**config.mk**
```make
export PLATFORM = sky130hd
export DESIGN_NAME = mem_arbiter
export DESIGN_NICKNAME = d
export VERILOG_FILES = /design/src/rtl/mem_arbiter.sv
export SDC_FILE = /design/constraint.sdc
export NUM_CORES = 1
export LEC_CHECK = 0
export CAP_MARGIN = 0
export CORE_MARGIN = 2
export CORE_UTILIZATION = 29
export CTS_BUF_LIST = sky130_fd_sc_hd__clkbuf_2
export CTS_CLUSTER_SIZE = 25
export DETAILED_ROUTE_END_ITERATION = 10
export PLACE_DENSITY = 0.89
export SLEW_MARGIN = 20
export SYNTH_ARGS = -nofsm -noshare
export SYNTH_HDL_FRONTEND = slang
export SYNTH_SLANG_ARGS = --single-unit
export TNS_END_PERCENT = 30
```
**constraint.sdc**
```tcl
create_clock -name clk -period 6.3 [get_ports clk]
set_input_delay 1.26 -clock clk [delete_from_list [all_inputs] [get_ports clk]]
set_output_delay 1.26 -clock clk [all_outputs]
set_load 0.005 [all_outputs]
```
**src/rtl/mem_arbiter.sv**
```systemverilog
// Two-port memory arbiter: an I-cache (read-only) and a D-cache share one pipelined memory.
// Round-robin ownership, bounded outstanding reads, in-order read return routed to the last owner.
module mem_arbiter #(
    parameter int unsigned MAX_OUT = 4
) (
    input  logic        clk,
    input  logic        rst_n,

    input  logic        i_req,
    input  logic [15:0] i_addr,
    output logic        i_gnt,
    output logic        i_rvalid,
    output logic [15:0] i_rdata,

    input  logic        d_req,
    input  logic        d_wr,
    input  logic [15:0] d_addr,
    input  logic [15:0] d_wdata,
    output logic        d_gnt,
    output logic        d_rvalid,
    output logic [15:0] d_rdata,

    output logic        mem_en,
    output logic        mem_wr,
    output logic [15:0] mem_addr,
    output logic [15:0] mem_wdata,
    input  logic [15:0] mem_rdata,
    input  logic        mem_valid
);

    typedef enum logic [1:0] {
        StIdle   = 2'd0,
        StGrantI = 2'd1,
        StGrantD = 2'd2,
        StDrain  = 2'd3
    } state_e;

    localparam logic [2:0] MaxOutCnt = 3'(MAX_OUT);
    localparam logic       OwnerI    = 1'b0;
    localparam logic       OwnerD    = 1'b1;

    state_e     state_q, state_d;
    logic [2:0] cnt_q, cnt_d;
    logic       last_owner_q, last_owner_d;

    logic full;
    logic rd_issue;
    logic rd_return;

    // Grants are decoded from the registered state; a return in the same cycle frees a slot.
    always_comb begin
        full      = (cnt_q == MaxOutCnt) && !mem_valid;
        i_gnt     = (state_q == StGrantI) && i_req && !full;
        d_gnt     = (state_q == StGrantD) && d_req && !full;

        mem_en    = i_gnt | d_gnt;
        mem_wr    = d_gnt & d_wr;
        mem_addr  = 16'h0000;
        if (i_gnt) begin
            mem_addr = i_addr;
        end else if (d_gnt) begin
            mem_addr = d_addr;
        end
        mem_wdata = d_gnt ? d_wdata : 16'h0000;

        rd_issue  = mem_en & ~mem_wr;
        rd_return = mem_valid && (cnt_q != 3'd0);

        i_rvalid  = rd_return && (last_owner_q == OwnerI);
        d_rvalid  = rd_return && (last_owner_q == OwnerD);
        i_rdata   = mem_rdata;
        d_rdata   = mem_rdata;
    end

    always_comb begin
        cnt_d = cnt_q;
        if (rd_issue && !rd_return) begin
            cnt_d = cnt_q + 3'd1;
        end else if (!rd_issue && rd_return) begin
            cnt_d = cnt_q - 3'd1;
        end
    end

    always_comb begin
        state_d      = state_q;
        last_owner_d = last_owner_q;
        case (state_q)
            StIdle: begin
                if (i_req && d_req) begin
                    if (last_owner_q == OwnerI) begin
                        state_d      = StGrantD;
                        last_owner_d = OwnerD;
                    end else begin
                        state_d      = StGrantI;
                        last_owner_d = OwnerI;
                    end
                end else if (i_req) begin
                    state_d      = StGrantI;
                    last_owner_d = OwnerI;
                end else if (d_req) begin
                    state_d      = StGrantD;
                    last_owner_d = OwnerD;
                end
            end
            StGrantI: begin
                if (!i_req) begin
                    state_d = (cnt_d != 3'd0) ? StDrain : StIdle;
                end
            end
            StGrantD: begin
                if (!d_req) begin
                    state_d = (cnt_d != 3'd0) ? StDrain : StIdle;
                end
            end
            StDrain: begin
                if (cnt_q == 3'd0) begin
                    state_d = StIdle;
                end
            end
            default: state_d = StIdle;
        endcase
    end

    always_ff @(posedge clk) begin
        if (!rst_n) begin
            state_q      <= StIdle;
            cnt_q        <= 3'd0;
            last_owner_q <= OwnerI;
        end else begin
            state_q      <= state_d;
            cnt_q        <= cnt_d;
            last_owner_q <= last_owner_d;
        end
    end

endmodule

```
==> impl_metrics.csv <==
group,metric,value,unit
status,status,"complete, no violations",
grt,grt_overflow,0,
drt,first_iter_violations,32,
floorplanning,core_area,0.00372,mm^2
floorplanning,start_util,0.304,
power_and_ir_drop,power_density,221,mW/mm^2
sta,worst_pin_slew,0.574,ns
drt,drtAntennaViolNets,0,
synth,synthSimpleGateAreaFrac,0.259,
setup_path,worstPathCellList,"clkdlybuf4s50_1, nor2_1, nor2_1, buf_4, and2_1, a22o_1, clkdlybuf4s50_1",
synth,synth_xor_xnor_area_share,0,
grt,grt_antenna_before_repair,0,
synth,synth_mux_area_frac,0.00996,
sta,hold_viol_final,0,
floorplanning,rows,22,
clock_network,cts.repair.resized,0,
clock_network,cts_tree,"built",
sta,skew,0.00174,ns
setup_path,cp.arrival,3.65,ns
setup_path,crit_type,"in -> out",
synth,seq_area_frac_synth,0.106,
sta,timing.fmax,204,MHz
synth,synth_top_family_by_area,"compound AO/OA/AOI/OAI gates",
clock_network,htree_levels,1,
power_and_ir_drop,p_total,0.000411,W
setup_path,max_stage_delay,0.67,ns
clock_network,clk_pin_slew,0.06,ns
power_and_ir_drop,peakVddDrop,0.171,mV
grt,grtUsageTotal,0.151,
clock_network,post_cts_buffers,0,
sta,post-route-period-util,0.780,
worst_hold_path,hold_class,"reg -> reg",
clock_network,clock_latency,0.21,ns
clock_network,numCtsBuffers,3,
cells_and_area,final_cells,254,
placed_design,io_buffers,91,
setup_path,slowest_stage,"clkdlybuf4s50_1",
synth,yosys_warnings,0,
setup_path,path_max_fanout,19,
placed_design,globalplace.congestion,0.823,
grt,grt_pass1_wl,5.31,mm
placed_design,place_hpwl,2.95,mm
drt,drtPass1Iterations,5,
drt,wl_per_cell,13.8,um
floorplanning,die_h,66.5,um
cells_and_area,fillers,354,
cells_and_area,final_core_util,0.502,
floorplanning,dieArea,0.00442,mm^2
sta,setup_viol,0,
sta,finalCriticalPeriod,4.91,ns
synth,yosys.cell_types.count,36,
synth,synthAdderAreaFrac,0.0774,
synth,avgSynthCellArea,7.64,um^2
drt,vias,1220,
setup_path,crit_required,5.04,ns
setup_path,start_kind,"input pin",
synth,ys_seq_elements,6,
drt,drc,0,
sta,rsz0062_at_grt,"no",
setup_path,cp-end-kind,"output port",
cells_and_area,diodes,0,
synth,syn-num-nets,225,
grt,grt_pass1_vias,1168,
synth,synth_compound_area_frac,0.288,
cells_and_area,drive_gt1_frac,0.0631,
clock_network,root_buffer,"clkbuf_2",
drt,wl,3.52,mm
sta,maxSlewViolCount,0,
grt,grt_max_degree,20,
setup_path,cpLargestDelayFamily,"buffers and inverters",
clock_network,cts_hold_buf,0,
clock_network,clk_path_buf_depth,2,
cells_and_area,syn_to_final_growth,64.8,%
drt,via_per_inst,4.80,
job,maxCapViolCount,0,
placed_design,dp.cells,251,
floorplanning,ios,140,
floorplanning,die_w,66.5,um
power_and_ir_drop,leakage,0.743,nW
sta,relSlewSlack,0.617,
sta,fin_tns_setup,0,ns
clock_network,cts.sink_count,6,
synth,synth_area,0.00113,mm^2
cells_and_area,nets,285,
synth,syn_inst,148,
setup_path,path_buf_inv,3,
-- final timing paths --
kind | depth (start not counted) | startpoint | slack, ns | to
min reg2reg | 2 | state_q[0]$_SDFFE_PN0P_ | 0.59 | state_q[0]$_SDFFE_PN0P_
max reg2reg | 8 | cnt_q[1]$_SDFF_PN0_ | 4.15 | state_q[1]$_SDFFE_PN0P_
max | 7 | mem_valid | 1.39 | mem_addr[8]
min | 2 | state_q[0]$_SDFFE_PN0P_ | 0.59 | state_q[0]$_SDFFE_PN0P_
-- placed cells by master, fill, tap and decap left out, drive strengths merged, types with 2 or more instances in the layout --
| cell | count |
|---|---|
| a211oi | 2 |
| dfxtp | 6 |
| clkbuf | 3 |
| buf | 2 |
| a22o | 16 |
| o21ai | 5 |
| and3 | 4 |
| a21oi | 7 |
| ha | 7 |
| o211ai | 2 |
| nand3 | 3 |
| nor2 | 5 |
| inv | 7 |
| clkdlybuf4s50 | 91 |
| nand2 | 10 |
| and2 | 20 |
-- Yosys cell counts --
cell	n	area, um^2
or2b_1	1	7.51
a31oi_4	1	21.3
nand2_2	1	6.26
ha_1	7	87.6
o21ai_0	4	20.0
nor3b_1	1	7.51
a211oi_1	1	7.51
a22o_1	16	140
a22oi_1	1	7.51
dfxtp_1	6	120
mux2_1	1	11.3
and3_2	1	7.51
a31o_4	1	17.5
a311o_1	1	10.0
and2_1	20	125
nand3b_1	1	7.51
o21a_1	1	7.51
buf_4	32	240
nor2_1	5	18.8
nand2_1	9	33.8
o41ai_2	1	16.3
inv_1	7	26.3
nand2b_1	1	6.26
o211ai_1	2	15.0
o21ai_1	1	5.00
buf_2	4	20.0
and3_1	3	18.8
o211a_1	1	10.0
and3b_4	1	12.5
nor3_1	1	5.00
nand3_1	3	15.0
a21oi_1	7	35.0
nor4_1	1	6.26
clkbuf_1	2	7.51
nor4b_2	1	15.0
a211oi_2	1	12.5
-- sequential cells by signal (all words and copies together), names as in the netlist --
| name | flops |
|---|---|
| state_q | 2 |
| last_owner_q | 1 |
| cnt_q | 3 |
-- worst register-to-register path, cell delays in order, from the launching register on --
cell      delay [ns]
dfxtp_1         0.41
inv_1           0.10
ha_1            0.26
nand2b_1        0.23
a21oi_1         0.14
a211oi_2        0.27
o21ai_1         0.11
o41ai_2         0.39
a21oi_1         0.12
-- final cells by class --
type	count	area [um^2]	share of cell area
repair buffers	93	926	0.497
multi-input cells	97	717	0.385
flip-flops and latches	6	120	0.0644
well taps	48	60.1	0.0322
inverters	7	26.3	0.0141
clock buffers	3	15.0	0.00805
-- cell families after synthesis --
logic type	after synthesis
AO/OA/AOI/OAI	39
AND/OR/NAND/NOR	50
buffers and inverters	45
flip-flops	6
multiplexers	1
adder cells (fa/ha/maj)	7
-- per-stage QoR --
step           hold WS, ns  setup WS (ns)  area [um^2]
5_1_grt              0.646           1.25         1860
3_5_place_dp         0.581           1.37         1850
3_3_place_gp         0.573           1.41         1850
4_1_cts              0.590           1.37         1860
6_report             0.592           1.39         1860
2_1_floorplan        0.545           2.68         1130
-- power by group --
| group | total [W] | switching (W) | internal [W] |
|---|---|---|---|
| Clock | 0.0000259 | 0.0000130 | 0.0000129 |
| Sequential | 0.0000654 | 0.0000141 | 0.0000513 |
| Combinational | 0.000320 | 0.000143 | 0.000177 |
-- layer usage --
layer  routed length, um  vias to the layer above  GRT usage
li1                    -                      606          -
met1                1420                      544      0.180
met2                1800                       61      0.266
met3                 257                        9     0.0439
met4                  36                        0     0.0306
met5                   0                        -          0
No activity file was read; power rests on OpenSTA's default activity.
